<file path="config.mk">
export PLATFORM = sky130hd
export DESIGN_NAME = ysyx_24100006_memu_flat
export DESIGN_NICKNAME = d
export VERILOG_FILES = /design/src/rtl/ysyx_24100006_memu_pkg.sv /design/src/rtl/ysyx_24100006_memu_if.sv /design/src/rtl/ysyx_24100006_mem_align.sv /design/src/rtl/ysyx_24100006_memu.sv /design/src/flat_wrapper.sv
export SDC_FILE = /design/constraint.sdc
export NUM_CORES = 1
export LEC_CHECK = 0
export BUFFER_PORTS_ARGS = -buffer_cell sky130_fd_sc_hd__buf_2
export CAP_MARGIN = 5
export CORE_AREA = 5 5 234 236
export DETAILED_ROUTE_END_ITERATION = 8
export DIE_AREA = 0 0 239 241
export PLACE_DENSITY = 0.55
export REMOVE_ABC_BUFFERS = 1
export SETUP_SLACK_MARGIN = 0.2
export SYNTH_ARGS = -nofsm -noshare
export SYNTH_HDL_FRONTEND = slang
export SYNTH_HIERARCHICAL = 1
export SYNTH_SLANG_ARGS = --single-unit
</file>
<file path="constraint.sdc">
create_clock -name clk -period 2.45 [get_ports clk]
set_input_delay 0.49 -clock clk [delete_from_list [all_inputs] [get_ports clk]]
set_output_delay 0.49 -clock clk [all_outputs]
set_load 0.01 [all_outputs]
</file>
<file path="src/rtl/ysyx_24100006_memu_pkg.sv">
// Shared types for the memory-access stage: FSM states, access-size codes,
// AXI response codes and the pass-through writeback bundle.
package ysyx_24100006_memu_pkg;

   typedef enum logic [2:0] {
      ST_IDLE = 3'd0,
      ST_AR   = 3'd1,
      ST_R    = 3'd2,
      ST_AW_W = 3'd3,
      ST_B    = 3'd4,
      ST_DONE = 3'd5
   } memu_state_e;

   typedef enum logic [2:0] {
      MT_B  = 3'b000,
      MT_H  = 3'b001,
      MT_W  = 3'b010,
      MT_BU = 3'b100,
      MT_HU = 3'b101
   } mem_type_e;

   typedef logic [1:0] axi_resp_t;
   localparam axi_resp_t RESP_OKAY = 2'b00;

   // Fields that travel unchanged from EX_MEM to MEM_WB
   typedef struct packed {
      logic [31:0] pc;
      logic [31:0] alu_result;
      logic [31:0] sext_imm;
      logic [31:0] rs1_data;
      logic [31:0] rdata_csr;
      logic [3:0]  gpr_waddr;
      logic [11:0] csr_waddr;
      logic [2:0]  gpr_wrd;
      logic [1:0]  csr_wrd;
      logic [7:0]  irq_no;
      logic        irq;
      logic        gpr_write;
      logic        csr_write;
      logic        is_break;
   } wb_bundle_t;

endpackage

</file>
<file path="src/rtl/ysyx_24100006_memu_if.sv">
// AXI4-Lite bus between the memory stage (master) and a data slave.
interface ysyx_24100006_memu_if
   import ysyx_24100006_memu_pkg::*;
#(
   parameter int ADDR_WIDTH = 32
);
   logic [ADDR_WIDTH-1:0] araddr;
   logic                  arvalid;
   logic                  arready;
   logic [31:0]           rdata;
   axi_resp_t             rresp;
   logic                  rvalid;
   logic                  rready;
   logic [ADDR_WIDTH-1:0] awaddr;
   logic                  awvalid;
   logic                  awready;
   logic [31:0]           wdata;
   logic [3:0]            wstrb;
   logic                  wvalid;
   logic                  wready;
   axi_resp_t             bresp;
   logic                  bvalid;
   logic                  bready;

   modport master (
      output araddr, arvalid, rready, awaddr, awvalid, wdata, wstrb, wvalid, bready,
      input  arready, rdata, rresp, rvalid, awready, wready, bresp, bvalid
   );

   modport slave (
      input  araddr, arvalid, rready, awaddr, awvalid, wdata, wstrb, wvalid, bready,
      output arready, rdata, rresp, rvalid, awready, wready, bresp, bvalid
   );
endinterface

</file>
<file path="src/rtl/ysyx_24100006_mem_align.sv">
// Store lane replication / byte strobes and load lane extraction / extension.
// Low address bits below the access size are ignored; the bus address itself
// is never touched here.
module ysyx_24100006_mem_align
   import ysyx_24100006_memu_pkg::*;
(
   input  logic [2:0]  mem_type_i,
   input  logic [1:0]  addr_lo_i,
   input  logic [31:0] store_data_i,
   input  logic [31:0] bus_rdata_i,
   output logic [31:0] wdata_o,
   output logic [3:0]  wstrb_o,
   output logic [31:0] load_data_o
);
   logic [7:0]  lane_b;
   logic [15:0] lane_h;

   // Pick the addressed lane and format both directions for the access size
   always_comb begin
      lane_b      = 8'(bus_rdata_i >> {addr_lo_i, 3'b000});
      lane_h      = 16'(bus_rdata_i >> {addr_lo_i[1], 4'b0000});
      wdata_o     = store_data_i;
      wstrb_o     = 4'b1111;
      load_data_o = bus_rdata_i;
      case (mem_type_i)
         MT_B: begin
            wdata_o     = {4{store_data_i[7:0]}};
            wstrb_o     = 4'b0001 << addr_lo_i;
            load_data_o = {{24{lane_b[7]}}, lane_b};
         end
         MT_BU: begin
            wdata_o     = {4{store_data_i[7:0]}};
            wstrb_o     = 4'b0001 << addr_lo_i;
            load_data_o = {24'd0, lane_b};
         end
         MT_H: begin
            wdata_o     = {2{store_data_i[15:0]}};
            wstrb_o     = 4'b0011 << {addr_lo_i[1], 1'b0};
            load_data_o = {{16{lane_h[15]}}, lane_h};
         end
         MT_HU: begin
            wdata_o     = {2{store_data_i[15:0]}};
            wstrb_o     = 4'b0011 << {addr_lo_i[1], 1'b0};
            load_data_o = {16'd0, lane_h};
         end
         default: ;
      endcase
   end
endmodule

</file>
<file path="src/rtl/ysyx_24100006_memu.sv">
// Memory-access stage: one instruction in flight, loads/stores issued as an
// AXI4-Lite master, full writeback bundle handed to MEM_WB over valid/ready.
module ysyx_24100006_memu
   import ysyx_24100006_memu_pkg::*;
#(
   parameter int ADDR_WIDTH = 32
) (
   input  logic        clk,
   input  logic        reset,
   input  logic        in_valid,
   output logic        in_ready,
   output logic        out_valid,
   input  logic        out_ready,
   input  logic [31:0] pc_i,
   input  logic [31:0] alu_result_i,
   input  logic [31:0] sext_imm_i,
   input  logic [31:0] rs1_data_i,
   input  logic [31:0] rdata_csr_i,
   input  logic [31:0] rs2_data_i,
   input  logic        Mem_Read_i,
   input  logic        Mem_Write_i,
   input  logic [2:0]  Mem_Type_i,
   input  logic [3:0]  Gpr_Write_Addr_i,
   input  logic [11:0] Csr_Write_Addr_i,
   input  logic [2:0]  Gpr_Write_RD_i,
   input  logic [1:0]  Csr_Write_RD_i,
   input  logic [7:0]  irq_no_i,
   input  logic        irq_i,
   input  logic        Gpr_Write_i,
   input  logic        Csr_Write_i,
   input  logic        is_break_i,
   output logic [31:0] pc_o,
   output logic [31:0] alu_result_o,
   output logic [31:0] sext_imm_o,
   output logic [31:0] rs1_data_o,
   output logic [31:0] rdata_csr_o,
   output logic [31:0] Mem_rdata_o,
   output logic        mem_err_o,
   output logic [3:0]  Gpr_Write_Addr_o,
   output logic [11:0] Csr_Write_Addr_o,
   output logic [2:0]  Gpr_Write_RD_o,
   output logic [1:0]  Csr_Write_RD_o,
   output logic [7:0]  irq_no_o,
   output logic        irq_o,
   output logic        Gpr_Write_o,
   output logic        Csr_Write_o,
   output logic        is_break_o,
   ysyx_24100006_memu_if.master axi
);
   memu_state_e state_q;
   wb_bundle_t  bundle_q;
   logic [31:0] rs2_q;
   logic [2:0]  mtype_q;
   logic [31:0] rdata_q;
   logic        err_q;
   logic        arvalid_q, rready_q, awvalid_q, wvalid_q, bready_q, out_valid_q;
   logic        aw_done_q, w_done_q, aw_done_d, w_done_d;
   logic        accept, aw_fire, w_fire;
   logic [31:0] load_data;

   assign in_ready  = (state_q == ST_IDLE) || ((state_q == ST_DONE) && out_ready);
   assign accept    = in_valid && in_ready;
   assign aw_fire   = awvalid_q && axi.awready;
   assign w_fire    = wvalid_q && axi.wready;
   assign aw_done_d = aw_done_q || aw_fire;
   assign w_done_d  = w_done_q || w_fire;

   ysyx_24100006_mem_align u_align (
      .mem_type_i   (mtype_q),
      .addr_lo_i    (bundle_q.alu_result[1:0]),
      .store_data_i (rs2_q),
      .bus_rdata_i  (axi.rdata),
      .wdata_o      (axi.wdata),
      .wstrb_o      (axi.wstrb),
      .load_data_o  (load_data)
   );

   // Control FSM with registered bus valids and writeback fields; an accept
   // (from IDLE or from DONE on the draining cycle) overrides the case result
   always_ff @(posedge clk) begin
      if (reset) begin
         state_q     <= ST_IDLE;
         bundle_q    <= '0;
         rs2_q       <= '0;
         mtype_q     <= '0;
         rdata_q     <= '0;
         err_q       <= 1'b0;
         arvalid_q   <= 1'b0;
         rready_q    <= 1'b0;
         awvalid_q   <= 1'b0;
         wvalid_q    <= 1'b0;
         bready_q    <= 1'b0;
         out_valid_q <= 1'b0;
         aw_done_q   <= 1'b0;
         w_done_q    <= 1'b0;
      end else begin
         unique case (state_q)
            ST_AR: if (axi.arready) begin
               arvalid_q <= 1'b0;
               rready_q  <= 1'b1;
               state_q   <= ST_R;
            end
            ST_R: if (axi.rvalid) begin
               rready_q    <= 1'b0;
               err_q       <= (axi.rresp != RESP_OKAY);
               rdata_q     <= (axi.rresp != RESP_OKAY) ? 32'd0 : load_data;
               out_valid_q <= 1'b1;
               state_q     <= ST_DONE;
            end
            ST_AW_W: begin
               if (aw_fire) awvalid_q <= 1'b0;
               if (w_fire)  wvalid_q  <= 1'b0;
               if (aw_done_d && w_done_d) begin
                  aw_done_q <= 1'b0;
                  w_done_q  <= 1'b0;
                  bready_q  <= 1'b1;
                  state_q   <= ST_B;
               end else begin
                  aw_done_q <= aw_done_d;
                  w_done_q  <= w_done_d;
               end
            end
            ST_B: if (axi.bvalid) begin
               bready_q    <= 1'b0;
               err_q       <= (axi.bresp != RESP_OKAY);
               out_valid_q <= 1'b1;
               state_q     <= ST_DONE;
            end
            ST_DONE: if (out_ready) begin
               out_valid_q <= 1'b0;
               state_q     <= ST_IDLE;
            end
            default: ;
         endcase

         if (accept) begin
            bundle_q <= '{pc: pc_i, alu_result: alu_result_i, sext_imm: sext_imm_i,
                          rs1_data: rs1_data_i, rdata_csr: rdata_csr_i,
                          gpr_waddr: Gpr_Write_Addr_i, csr_waddr: Csr_Write_Addr_i,
                          gpr_wrd: Gpr_Write_RD_i, csr_wrd: Csr_Write_RD_i,
                          irq_no: irq_no_i, irq: irq_i, gpr_write: Gpr_Write_i,
                          csr_write: Csr_Write_i, is_break: is_break_i};
            rs2_q   <= rs2_data_i;
            mtype_q <= Mem_Type_i;
            rdata_q <= 32'd0;
            err_q   <= 1'b0;
            if (Mem_Read_i) begin
               arvalid_q   <= 1'b1;
               out_valid_q <= 1'b0;
               state_q     <= ST_AR;
            end else if (Mem_Write_i) begin
               awvalid_q   <= 1'b1;
               wvalid_q    <= 1'b1;
               out_valid_q <= 1'b0;
               state_q     <= ST_AW_W;
            end else begin
               out_valid_q <= 1'b1;
               state_q     <= ST_DONE;
            end
         end
      end
   end

   assign axi.araddr  = bundle_q.alu_result[ADDR_WIDTH-1:0];
   assign axi.awaddr  = bundle_q.alu_result[ADDR_WIDTH-1:0];
   assign axi.arvalid = arvalid_q;
   assign axi.rready  = rready_q;
   assign axi.awvalid = awvalid_q;
   assign axi.wvalid  = wvalid_q;
   assign axi.bready  = bready_q;

   assign out_valid        = out_valid_q;
   assign pc_o             = bundle_q.pc;
   assign alu_result_o     = bundle_q.alu_result;
   assign sext_imm_o       = bundle_q.sext_imm;
   assign rs1_data_o       = bundle_q.rs1_data;
   assign rdata_csr_o      = bundle_q.rdata_csr;
   assign Mem_rdata_o      = rdata_q;
   assign mem_err_o        = err_q;
   assign Gpr_Write_Addr_o = bundle_q.gpr_waddr;
   assign Csr_Write_Addr_o = bundle_q.csr_waddr;
   assign Gpr_Write_RD_o   = bundle_q.gpr_wrd;
   assign Csr_Write_RD_o   = bundle_q.csr_wrd;
   assign irq_no_o         = bundle_q.irq_no;
   assign irq_o            = bundle_q.irq;
   assign Gpr_Write_o      = bundle_q.gpr_write;
   assign Csr_Write_o      = bundle_q.csr_write;
   assign is_break_o       = bundle_q.is_break;
endmodule

</file>
<file path="src/flat_wrapper.sv">
// flat-port wrapper written by rule: the top's interface ports become plain ports
module ysyx_24100006_memu_flat import ysyx_24100006_memu_pkg::*;
#(
   parameter int ADDR_WIDTH = 32
)
  (clk, reset, in_valid, in_ready, out_valid, out_ready, pc_i, alu_result_i, sext_imm_i, rs1_data_i, rdata_csr_i, rs2_data_i, Mem_Read_i, Mem_Write_i, Mem_Type_i, Gpr_Write_Addr_i, Csr_Write_Addr_i, Gpr_Write_RD_i, Csr_Write_RD_i, irq_no_i, irq_i, Gpr_Write_i, Csr_Write_i, is_break_i, pc_o, alu_result_o, sext_imm_o, rs1_data_o, rdata_csr_o, Mem_rdata_o, mem_err_o, Gpr_Write_Addr_o, Csr_Write_Addr_o, Gpr_Write_RD_o, Csr_Write_RD_o, irq_no_o, irq_o, Gpr_Write_o, Csr_Write_o, is_break_o, axi_araddr, axi_arvalid, axi_rready, axi_awaddr, axi_awvalid, axi_wdata, axi_wstrb, axi_wvalid, axi_bready, axi_arready, axi_rdata, axi_rresp, axi_rvalid, axi_awready, axi_wready, axi_bresp, axi_bvalid);
  ysyx_24100006_memu_if #(.ADDR_WIDTH(ADDR_WIDTH)) axi_i ();
  input  logic clk;
  input  logic reset;
  input  logic in_valid;
  output logic in_ready;
  output logic out_valid;
  input  logic out_ready;
  input  logic [31:0] pc_i;
  input  logic [31:0] alu_result_i;
  input  logic [31:0] sext_imm_i;
  input  logic [31:0] rs1_data_i;
  input  logic [31:0] rdata_csr_i;
  input  logic [31:0] rs2_data_i;
  input  logic Mem_Read_i;
  input  logic Mem_Write_i;
  input  logic [2:0] Mem_Type_i;
  input  logic [3:0] Gpr_Write_Addr_i;
  input  logic [11:0] Csr_Write_Addr_i;
  input  logic [2:0] Gpr_Write_RD_i;
  input  logic [1:0] Csr_Write_RD_i;
  input  logic [7:0] irq_no_i;
  input  logic irq_i;
  input  logic Gpr_Write_i;
  input  logic Csr_Write_i;
  input  logic is_break_i;
  output logic [31:0] pc_o;
  output logic [31:0] alu_result_o;
  output logic [31:0] sext_imm_o;
  output logic [31:0] rs1_data_o;
  output logic [31:0] rdata_csr_o;
  output logic [31:0] Mem_rdata_o;
  output logic mem_err_o;
  output logic [3:0] Gpr_Write_Addr_o;
  output logic [11:0] Csr_Write_Addr_o;
  output logic [2:0] Gpr_Write_RD_o;
  output logic [1:0] Csr_Write_RD_o;
  output logic [7:0] irq_no_o;
  output logic irq_o;
  output logic Gpr_Write_o;
  output logic Csr_Write_o;
  output logic is_break_o;
  output wire logic [$bits(axi_i.araddr)-1:0] axi_araddr;
  output wire logic [$bits(axi_i.arvalid)-1:0] axi_arvalid;
  output wire logic [$bits(axi_i.rready)-1:0] axi_rready;
  output wire logic [$bits(axi_i.awaddr)-1:0] axi_awaddr;
  output wire logic [$bits(axi_i.awvalid)-1:0] axi_awvalid;
  output wire logic [$bits(axi_i.wdata)-1:0] axi_wdata;
  output wire logic [$bits(axi_i.wstrb)-1:0] axi_wstrb;
  output wire logic [$bits(axi_i.wvalid)-1:0] axi_wvalid;
  output wire logic [$bits(axi_i.bready)-1:0] axi_bready;
  input wire logic [$bits(axi_i.arready)-1:0] axi_arready;
  input wire logic [$bits(axi_i.rdata)-1:0] axi_rdata;
  input wire logic [$bits(axi_i.rresp)-1:0] axi_rresp;
  input wire logic [$bits(axi_i.rvalid)-1:0] axi_rvalid;
  input wire logic [$bits(axi_i.awready)-1:0] axi_awready;
  input wire logic [$bits(axi_i.wready)-1:0] axi_wready;
  input wire logic [$bits(axi_i.bresp)-1:0] axi_bresp;
  input wire logic [$bits(axi_i.bvalid)-1:0] axi_bvalid;
  assign axi_araddr = axi_i.araddr;
  assign axi_arvalid = axi_i.arvalid;
  assign axi_rready = axi_i.rready;
  assign axi_awaddr = axi_i.awaddr;
  assign axi_awvalid = axi_i.awvalid;
  assign axi_wdata = axi_i.wdata;
  assign axi_wstrb = axi_i.wstrb;
  assign axi_wvalid = axi_i.wvalid;
  assign axi_bready = axi_i.bready;
  assign axi_i.arready = axi_arready;
  assign axi_i.rdata = axi_rdata;
  assign axi_i.rresp = axi_rresp;
  assign axi_i.rvalid = axi_rvalid;
  assign axi_i.awready = axi_awready;
  assign axi_i.wready = axi_wready;
  assign axi_i.bresp = axi_bresp;
  assign axi_i.bvalid = axi_bvalid;
  ysyx_24100006_memu #(.ADDR_WIDTH(ADDR_WIDTH)) u_core (.clk(clk), .reset(reset), .in_valid(in_valid), .in_ready(in_ready), .out_valid(out_valid), .out_ready(out_ready), .pc_i(pc_i), .alu_result_i(alu_result_i), .sext_imm_i(sext_imm_i), .rs1_data_i(rs1_data_i), .rdata_csr_i(rdata_csr_i), .rs2_data_i(rs2_data_i), .Mem_Read_i(Mem_Read_i), .Mem_Write_i(Mem_Write_i), .Mem_Type_i(Mem_Type_i), .Gpr_Write_Addr_i(Gpr_Write_Addr_i), .Csr_Write_Addr_i(Csr_Write_Addr_i), .Gpr_Write_RD_i(Gpr_Write_RD_i), .Csr_Write_RD_i(Csr_Write_RD_i), .irq_no_i(irq_no_i), .irq_i(irq_i), .Gpr_Write_i(Gpr_Write_i), .Csr_Write_i(Csr_Write_i), .is_break_i(is_break_i), .pc_o(pc_o), .alu_result_o(alu_result_o), .sext_imm_o(sext_imm_o), .rs1_data_o(rs1_data_o), .rdata_csr_o(rdata_csr_o), .Mem_rdata_o(Mem_rdata_o), .mem_err_o(mem_err_o), .Gpr_Write_Addr_o(Gpr_Write_Addr_o), .Csr_Write_Addr_o(Csr_Write_Addr_o), .Gpr_Write_RD_o(Gpr_Write_RD_o), .Csr_Write_RD_o(Csr_Write_RD_o), .irq_no_o(irq_no_o), .irq_o(irq_o), .Gpr_Write_o(Gpr_Write_o), .Csr_Write_o(Csr_Write_o), .is_break_o(is_break_o), .axi(axi_i));
endmodule
</file>
## Word level (Yosys, flattened, before mapping)

Cells that the tools add are included.

| storage, ports and cells | value |
|---|---|
| bits in writable memories | 0 |
| output and inout bits | 333 |
| memory bits (read-only) | 0 |
| memories kept | 0 |
| bits in registers | 272 |
| bits in latches | 0 |

| operators by class | value |
|---|---|
| add/subtract/negate cells | 0 |
| equal/unequal tests | 17 |
| div/mod/pow operators | 0 |
| reductions and logical operators | 26 |
| $mul | 0 |
| shift-type cells | 4 |
| magnitude comparators | 0 |
| muxes and demuxes | 45 |
| bitwise logic cells | 0 |

Operators by type and width:

| kind | number |
|---|---|
| 32-bit one-hot mux with 4 select lines | 1 |
| 32-bit one-hot mux with 2 select lines | 1 |
| 32-bit 2-to-1 mux | 1 |
| 32-bit by 5-bit >> shifter with 16-bit output | 1 |
| 32-bit by 5-bit >> shifter with 8-bit output | 1 |
| 1-bit 2-to-1 mux | 28 |
| 3-bit 2-to-1 mux | 8 |
| 3-bit one-hot mux with 5 select lines | 1 |
| 3-bit == test (second input constant) | 4 |
| 3-bit by 2-bit inequality test with 1-bit output (second input constant) | 4 |
| 2-bit nonzero test | 5 |
| 3-bit AND reduction | 3 |
| 4-bit one-hot mux with 2 select lines | 1 |
| 3-bit by 1-bit == test with 1-bit output (second input constant) | 2 |
| 3-bit by 2-bit == test with 1-bit output (second input constant) | 2 |
| 3-bit zero test | 2 |
| 2-bit inequality test (second input constant) | 3 |
| 1-bit one-hot mux with 2 select lines | 3 |
| 6-bit AND reduction | 1 |
| 6-bit nonzero test | 1 |
| 2-bit OR reduction | 3 |
| 1-bit logical AND | 5 |
| 4-bit AND reduction | 1 |
| 4-bit nonzero test | 1 |
| 7 further kinds | 9 |

## Longest topological paths before layout

Gate-level depths: netlist of the first run.

| depth | value |
|---|---|
| depth in word-level cells | 6 |
| mapped depth | 7 |
| gate-level depth less buffers | 5 |

## Hierarchy

Netlist of the first run, hierarchy kept.

Modules (own cells, without submodules):

| module | area an instance (um^2) | seq. area each (um^2) | cells an instance | times used |
|---|---|---|---|---|
| ysyx_24100006_memu | 10166.0 | 5445.2 | 1285 | 1 |
| ysyx_24100006_mem_align | 1291.2 | 0.0 | 171 | 1 |

## Least setup slack after synthesis of the first run

Ideal clock, no wire load.

| timing | value |
|---|---|
| kind | register to output |
| from | reg u_core.mtype_q[0] |
| to | out axi_wdata[10] |
| cell stages (with the launch flop) | 6 |
| data arrival time | 1203 ps |
| setup slack | 757 ps |
| cells stage by stage | dfxtp_1 buf_6 or2_1 buf_2 buf_6 mux2_4 |

| between the ends | value |
|---|---|
| longest elaborated chain between the ends | 3 |
| elaborated cells on any way between the ends | 7 |

RTL lines:

| element | RTL line | RTL |
|---|---|---|
| start: declaration | ysyx_24100006_memu.sv:53 | `logic [2:0] mtype_q;` |
| start signal: assignment | ysyx_24100006_memu.sv:144 | `mtype_q <= Mem_Type_i;` |
| 3-bit == test (tied with other cells) | ysyx_24100006_mem_align.sv:25 | `case (mem_type_i)` |
| 2-bit OR reduction (no source line) | n/a |  |
| 32-bit one-hot mux with 2 select lines * | ysyx_24100006_mem_align.sv:25 |  |
| end: declaration | flat_wrapper.sv:53 | `output wire logic [$bits(axi_i.wdata)-1:0] axi_wdata;` |

Mark *: on every way between the ends. The rest lies on a longest branch, timed or not.

## Worst setup path in the final report of the first run

| timing | value |
|---|---|
| from | reg u_core.mtype_q[0] |
| to | out axi_wdata[9] |

The elaborated chain is that of the path after synthesis.

==> flow_summary.json, run 1 <==
{
  "outcome": "complete, no violations",
  "synthesis.area_um2": 11500,
  "postSynth.asyncResetShare_pct": 0,
  "cts_tree": "yes",
  "ios": 608,
  "layout_area_overhead_pct": 39.1,
  "route.vias.total": 11800,
  "internal_reg_to_reg_setup_slack_ns": 0.58,
  "drc": 0,
  "clock_tree.root_cell": "sky130_fd_sc_hd__clkbuf_16",
  "finalHoldViolations": 0,
  "min-delay-path-class": "in -> reg",
  "clk_pin_slew_worst_paths_ns": 0.06,
  "irDropWorstVdd_mv": 0.506,
  "wire_length_of_the_first_global_routing_pass_um": 64100,
  "final_cell_mix": "sky130_fd_sc_hd__buf_2 (598), sky130_fd_sc_hd__nand2_1 (511), sky130_fd_sc_hd__a21oi_1 (270), sky130_fd_sc_hd__dfxtp_1 (266), sky130_fd_sc_hd__nand3_1 (36)",
  "post_drt_wl_per_cell_um": 16.6,
  "gp_congestion": 0.960,
  "cts_htree_levels": 1,
  "r2r-end": "u_core/rs1_data_o[28]$_SDFFE_PP0P_",
  "max_cap_viol_count": 0,
  "worst-setup-path-type": "reg -> out",
  "worstPathRequired_ns": 1.96,
  "synth-edff-count": 0,
  "max_slew_violation_count": 0,
  "timing.max_slew.rel_slack_pct": 62.9,
  "route.antenna.remaining_nets": 0,
  "io_buffer_count": 607,
  "synth_top_cell_by_area": "sky130_fd_sc_hd__dfxtp_1",
  "timing.reg2reg.worst_path_depth": 6,
  "fin_nets": 2227,
  "power_density_nw_per_um2": 1140,
  "worst_slew_pin_slew_ns": 0.556,
  "clock-skew-final_ns": 0.0167,
  "flops_latches_synth": 272,
  "post_synth.cell_area_avg_um2": 7.87,
  "die_w_um": 239,
  "ys_top_cells_by_area": "sky130_fd_sc_hd__dfxtp_1 (48%), sky130_fd_sc_hd__nand2_1 (17%), sky130_fd_sc_hd__a21oi_1 (12%)",
  "cts-root-to-sink-buffers": 3,
  "endpoint": "axi_wdata[9]",
  "route.detailed.vias_per_inst": 4.42,
  "first_global_vias": 11300,
  "drt_total_wl_um": 44400,
  "cts_num_sinks": 272,
  "post_synth_num_cell_types": 53,
  "die-area_um2": 57600,
  "tns_ns": 0,
  "clock_latency_ns": 0.57,
  "critical_path.startpoint_type": "register",
  "synthesis.yosys.warnings": 6,
  "max_clock_freq_mhz": 446,
  "leakage_nw": 7.28,
  "floorplan.initialDensity_pct": 21.9,
  "synth_cells": 1456,
  "cts.hold.buffers_added": 0,
  "end_kind": "output pin",
  "grt_max_degree": 106,
  "hold_ws_ns": 0.149,
  "synth_sequential_area_ratio_pct": 47.5,
  "detailedPlacementHpwl_um": 33500,
  "initial_antenna_violation_count": 10,
  "timing.hold.worst.start": "Csr_Write_Addr_i[1]",
  "post_route_cells_drive_above_1_share_pct": 37.7,
  "grt_overflow_total": 0,
  "final.fill_count": 5656,
  "floorplan.core_area_um2": 52200,
  "timing.final.crit_period_ns": 2.24,
  "die-height_um": 241,
  "post-synth-top-area-fraction_pct": 47.5,
  "detail_route.first_pass.iterations": 5,
  "row_count": 84,
  "timing.critical_path.arrival_ns": 1.75,
  "ys_dominant_reg_cell": "sky130_fd_sc_hd__dfxtp_1",
  "setup_viol": 0,
  "worstPathMaxFanout": 6,
  "first_iter_violations": 621,
  "setup.worst_path.start": "u_core/mtype_q[0]$_SDFFE_PP0P_",
  "min_period_over_period_pct": 91.5,
  "cts_made_buffers": 31,
  "most_frequent_standard_cell_in_the_layout_excluding_fill_and_tap_cells": "sky130_fd_sc_hd__buf_2",
  "grt.total_usage_pct": 13.8,
  "rsz0062_at_grt": "true",
  "worst_r2r_src": "u_core/state_q[2]$_SDFFE_PP0P_"
}
critical path, cell delays in order (launching register included):
cell and delay [ns]:
sky130_fd_sc_hd__dfxtp_2 0.32, sky130_fd_sc_hd__or2_4 0.27, sky130_fd_sc_hd__buf_12 0.15, sky130_fd_sc_hd__mux2_4 0.32
sky130_fd_sc_hd__buf_6 0.12
power by group:
group	internal (W)	switching, W
Clock	0.00304	0.00191
Combinational	0.00289	0.00436
Sequential	0.00538	0.000643
Total	0.0113	0.00691
routing by layer:
metal,track usage (%),share of wire (%),up-vias,wire length (um)
met4,6.24,4.6,10,2040
met1,15.5,37,5409,16400
li1,-,-,5742,-
met2,24.3,49,536,21700
met3,3.95,9.3,109,4130
met5,0,0.17,-,77
metrics by stage:
| stage | instance area (um2) | util, % | total power [W] | std cells | worst slack [ns] |
|---|---|---|---|---|---|
| after floorplan | 10300 | - | 0.00847 | 1269 | -3.11 |
| after global placement | 14700 | 28.1 | 0.0131 | 2599 | 0.534 |
| after detailed placement | 14700 | 28.1 | 0.0132 | 2599 | 0.488 |
| after CTS | 15900 | 30.4 | 0.0184 | 2660 | 0.173 |
| after global routing | 15900 | 30.5 | 0.0193 | 2665 | 0.156 |
| final | 15900 | 30.5 | 0.0182 | 2669 | 0.209 |
repair_timing:
action	4_1_cts	5_1_grt
resized for setup	15	9
setup endpoints to repair	13	17
cloned	1	0
buffers inserted	4	3
pin swaps	1	0
how the worst min path moves through the flow:
stage	to	slack [ns]	cells past startpoint
after detailed placement	u_core/Mem_rdata_o[14]$_SDFFE_PP0P_	0.44	2
after floorplan	u_core/rs2_q[16]$_SDFFE_PP0P_	0.43	2
final	u_core/Csr_Write_Addr_o[1]$_SDFFE_PP0P_	0.15	3
after global placement	u_core/Mem_rdata_o[7]$_SDFFE_PP0P_	0.44	2
after global routing	u_core/sext_imm_o[28]$_SDFFE_PP0P_	0.12	3
after CTS	u_core/sext_imm_o[28]$_SDFFE_PP0P_	0.10	3
cells by family (layout without fill, tap and decap cells):
family | count (synthesis) | in the layout | share of synthesized area (%)
compound gates | 344 | 344 | 16.9
flops | 272 | 272 | 47.5
buf+inv | 195 | 714 | 10.2
mux | 39 | 39 | 3.88
other cells | 0 | 6 | 0
simple gates | 606 | 606 | 21.6
area by class of cell:
class | instances | area [um2] | area share [%]
well taps | 688 | 861 | 5.40
clock inverters | 14 | 201 | 1.26
multi-input cells | 989 | 4880 | 30.6
diodes | 6 | 15.0 | 0.0942
flip-flops and latches | 272 | 5460 | 34.2
clock buffers | 42 | 887 | 5.56
repair buffers | 650 | 3610 | 22.7
inverters | 8 | 33.8 | 0.212
flip-flops by register name, summed over array words and instances (netlist names), 2 cells and up:
name	flops
u_core/sext_imm_o	32
u_core/rs1_data_o	32
u_core/Mem_rdata_o	32
u_core/pc_o	32
u_core/rs2_q	32
u_core/Gpr_Write_Addr_o	4
u_core/rdata_csr_o	32
u_core/Gpr_Write_RD_o	3
u_core/alu_result_o	32
u_core/Csr_Write_RD_o	2
u_core/mtype_q	3
u_core/state_q	3
u_core/irq_no_o	8
u_core/Csr_Write_Addr_o	12
cell usage after synthesis, types with 2 or more instances:
cell	instances
sky130_fd_sc_hd__a21oi_1	270
sky130_fd_sc_hd__a221o_1	7
sky130_fd_sc_hd__a22oi_1	8
sky130_fd_sc_hd__a311oi_1	2
sky130_fd_sc_hd__and4b_1	2
sky130_fd_sc_hd__buf_1	5
sky130_fd_sc_hd__buf_2	39
sky130_fd_sc_hd__buf_4	90
sky130_fd_sc_hd__buf_6	6
sky130_fd_sc_hd__clkbuf_1	47
sky130_fd_sc_hd__dfxtp_1	272
sky130_fd_sc_hd__inv_1	8
sky130_fd_sc_hd__mux2_2	11
sky130_fd_sc_hd__mux2_4	8
sky130_fd_sc_hd__mux2i_1	20
sky130_fd_sc_hd__nand2_1	511
sky130_fd_sc_hd__nand2b_1	4
sky130_fd_sc_hd__nand3_1	36
sky130_fd_sc_hd__nand3b_1	2
sky130_fd_sc_hd__nor2_1	13
sky130_fd_sc_hd__nor2b_1	20
sky130_fd_sc_hd__nor3_1	3
sky130_fd_sc_hd__nor3_2	2
sky130_fd_sc_hd__o21ai_0	14
sky130_fd_sc_hd__o21bai_1	3
sky130_fd_sc_hd__o221ai_1	8
sky130_fd_sc_hd__o22ai_1	17
sky130_fd_sc_hd__or2_2	3
(Power assumes the default switching activity.)
==> inputs of run 2 (changes only) <==
--- a/config.mk
+++ b/config.mk
@@ -7,13 +7,12 @@
 export LEC_CHECK = 0
 export BUFFER_PORTS_ARGS = -buffer_cell sky130_fd_sc_hd__buf_2
 export CAP_MARGIN = 5
-export CORE_AREA = 5 5 234 236
+export CORE_AREA = 5 5 236 238
 export DETAILED_ROUTE_END_ITERATION = 8
-export DIE_AREA = 0 0 239 241
-export PLACE_DENSITY = 0.55
+export DIE_AREA = 0 0 241 243
+export PLACE_DENSITY = 0.53
 export REMOVE_ABC_BUFFERS = 1
 export SETUP_SLACK_MARGIN = 0.2
 export SYNTH_ARGS = -nofsm -noshare
 export SYNTH_HDL_FRONTEND = slang
-export SYNTH_HIERARCHICAL = 1
 export SYNTH_SLANG_ARGS = --single-unit
==> run 2 against run 1 <==
- sequential share of layout area increased by 1.2 points
- clock skew is 0.0045 ns higher
- combinational power shrank 21%
- maximum frequency grew 2.6%
- utilization fell by 1.6 points
- synthesized cell count shrank 5.4%
- die area up 1.7%
- clock power decreased by 9.5%
- clock-buffer cell count is 2 higher
- final cell count shrank 2.1%
- via count decreased by 4.5%
- global-route usage is 0.48 points lower
- critical path type unchanged
- critical endpoint is now axi_wdata[21]
==> flow_summary.json, run 2 <==
{
  "met3_wirelength_um": 4010,
  "route.antenna.remaining_nets": 0,
  "cts_tree": "yes",
  "wl_met1_um": 15800,
  "clock_latency_ns": 0.57,
  "outcome": "complete, no violations",
  "first_global_vias": 11200,
  "ys_dominant_reg_cell": "sky130_fd_sc_hd__dfxtp_1",
  "placed_cells": 2556,
  "cts_num_sinks": 272,
  "timing.max_slew.rel_slack_pct": 52.2,
  "floorplan.core_area_um2": 53400,
  "wire_length_of_the_first_global_routing_pass_um": 63100,
  "final_cell_mix": "sky130_fd_sc_hd__buf_2 (606), sky130_fd_sc_hd__nand2_1 (502), sky130_fd_sc_hd__dfxtp_1 (267), sky130_fd_sc_hd__a21oi_1 (247), sky130_fd_sc_hd__buf_4 (40)",
  "cts-root-to-sink-buffers": 3,
  "io_buffer_count": 607,
  "worst_slew_pin_slew_ns": 0.717,
  "drt_total_wl_um": 42700,
  "postSynth.asyncResetShare_pct": 0,
  "endpoint": "axi_wdata[21]",
  "end_kind": "output pin",
  "clk_pin_slew_worst_paths_ns": 0.06,
  "internal_reg_to_reg_setup_slack_ns": 0.57,
  "synthesis.yosys.warnings": 0,
  "row_count": 85,
  "layout_area_overhead_pct": 40.8,
  "timing.reg2reg.worst_path_depth": 6,
  "yosys.cell_count.top_type": "sky130_fd_sc_hd__nand2_1",
  "fin_nets": 2168,
  "clock_tree.root_cell": "sky130_fd_sc_hd__clkbuf_16",
  "worstPathMaxFanout": 16,
  "setup_viol": 0,
  "layout.cell_area.non_filler_um2": 15400,
  "setup.worst_path.start": "u_core.mtype_q[1]$_SDFFE_PP0N_",
  "leakage_nw": 7.18,
  "irDropWorstVdd_mv": 0.480,
  "dr.max_layer_used": "met5",
  "detail_route.first_pass.iterations": 5,
  "worst-setup-path-type": "reg -> out",
  "post_synth_num_cell_types": 49,
  "critical_path.startpoint_type": "register",
  "synth_commonest_cells": "sky130_fd_sc_hd__nand2_1 (502), sky130_fd_sc_hd__dfxtp_1 (272), sky130_fd_sc_hd__a21oi_1 (247)",
  "post_synth.cell_area_avg_um2": 7.96,
  "ios": 608,
  "die_w_um": 241,
  "post_cts.repair.setup_buffers": 0,
  "gp_congestion": 0.902,
  "rsz0062_at_grt": "true",
  "post_route_cells_drive_above_1_share_pct": 38.7,
  "cts_made_buffers": 31,
  "timing.critical_path.arrival_ns": 1.69,
  "finalHoldViolations": 0,
  "drc": 0,
  "post_drt_wl_per_cell_um": 16.3,
  "timing.final.crit_period_ns": 2.18,
  "route.vias.total": 11300,
  "synthesis.area_um2": 11000,
  "first_iter_violations": 473,
  "cts_htree_levels": 1,
  "post-synth-top-area-fraction_pct": 49.7,
  "worstPathRequired_ns": 1.96,
  "min_delay_path_depth": 3,
  "floorplan.initialDensity_pct": 20.5,
  "report.power.total_w": 0.0160,
  "postLayoutSetupSlackWorst_ns": 0.266,
  "layout.cells.non_filler": 2613,
  "dr_wl_met2_um": 21400,
  "min-delay-path-class": "in -> reg",
  "r2r-end": "u_core.rdata_csr_o[29]$_SDFFE_PP0N_",
  "die-height_um": 243,
  "synth_cells": 1377,
  "pre_cts_ws_ns": 0.388,
  "min_period_over_period_pct": 89.2,
  "synth-edff-count": 0,
  "initial_antenna_violation_count": 6,
  "detailedPlacementHpwl_um": 33100,
  "ys_top_cells_by_area": "sky130_fd_sc_hd__dfxtp_1 (50%), sky130_fd_sc_hd__nand2_1 (17%), sky130_fd_sc_hd__a21oi_1 (11%)",
  "placement.cell_area_um2": 14400,
  "hold_ws_ns": 0.152,
  "max_cap_viol_count": 0,
  "die-area_um2": 58600,
  "route.detailed.vias_per_inst": 4.32,
  "synth_top_cell_by_area": "sky130_fd_sc_hd__dfxtp_1",
  "worst_r2r_src": "u_core.state_q[0]$_SDFFE_PP0P_",
  "power_density_nw_per_um2": 1040,
  "clock-skew-final_ns": 0.0211,
  "most_frequent_standard_cell_in_the_layout_excluding_fill_and_tap_cells": "sky130_fd_sc_hd__buf_2",
  "grt_overflow_total": 0,
  "max_clock_freq_mhz": 458,
  "grt_max_degree": 145,
  "grt.total_usage_pct": 13.3,
  "max_slew_violation_count": 0,
  "flops_latches_synth": 272,
  "synth_sequential_area_ratio_pct": 49.7
}
[run 2: cell families (layout without fill, tap and decap cells)]
group                     count (synthesis)  after routing  share of synthesized area, %
other                                     0              4                             0
AOI/OAI and AO/OA                       330            330                          17.2
muxes                                    30             30                          3.31
xor gates and xnor gates                  1              1                        0.0799
buffers and inverters                   181            717                          9.17
DFF                                     272            272                          49.7
and+or+nand+nor                         563            563                          20.6
[run 2: worst min path at each step]
stage / slack [ns] / start / endpoint
floorplan: 0.43 / u_core.rs2_q[16]$_SDFFE_PP0N_ / u_core.rs2_q[16]$_SDFFE_PP0N_
global placement: 0.44 / u_core.rs2_q[21]$_SDFFE_PP0N_ / u_core.rs2_q[21]$_SDFFE_PP0N_
detailed placement: 0.44 / u_core.Gpr_Write_o$_SDFFE_PP0N_ / u_core.Gpr_Write_o$_SDFFE_PP0N_
CTS: 0.12 / alu_result_i[20] / u_core.alu_result_o[20]$_SDFFE_PP0N_
global route: 0.12 / alu_result_i[5] / u_core.alu_result_o[5]$_SDFFE_PP0N_
finish: 0.15 / alu_result_i[5] / u_core.alu_result_o[5]$_SDFFE_PP0N_
[run 2: metal layers]
| metal | vias up | global-route usage [%] |
|---|---|---|
| met3 | 79 | 3.67 |
| met5 | - | 0 |
| met1 | 5192 | 14.5 |
| met2 | 489 | 24.5 |
| met4 | 4 | 4.80 |
| li1 | 5516 | - |
[run 2: cell type report]
cell class / instances / area, um2
fill: 5831 / 38000
sequential: 272 / 5460
multi-input combinational: 924 / 4530
timing repair buffer: 658 / 3560
clock buffer: 44 / 875
tap: 696 / 871
clock inverter: 9 / 98.8
inverter: 6 / 22.5
antenna: 4 / 10.0
[run 2: power by group]
part,internal [W],switching [W],leakage (nW),total (W)
Clock,0.00266,0.00182,0.483,0.00448
Combinational,0.00228,0.00350,4.47,0.00577
Sequential,0.00521,0.000545,2.23,0.00576
Total,0.0101,0.00587,7.18,0.0160
[run 2: metrics by stage]
step                setup TNS (ns)  utilization [%]
detailed placement               0             27.0
CTS                              0             28.9
finish                           0             28.9
floorplan                 -1415.57                -
global route                     0             28.9
global placement                 0             27.0
[run 2: worst max-delay path, cell delays in order (launching register included)]
cell,delay [ns]
sky130_fd_sc_hd__dfxtp_1,0.38
sky130_fd_sc_hd__buf_4,0.25
sky130_fd_sc_hd__mux2_2,0.36
sky130_fd_sc_hd__buf_2,0.14
[run 2: what timing repair did]
item                       CTS  global route
setup endpoints to repair   19            12
hold buffers                 0             0
cloned                       0             0
resized for setup            7             8
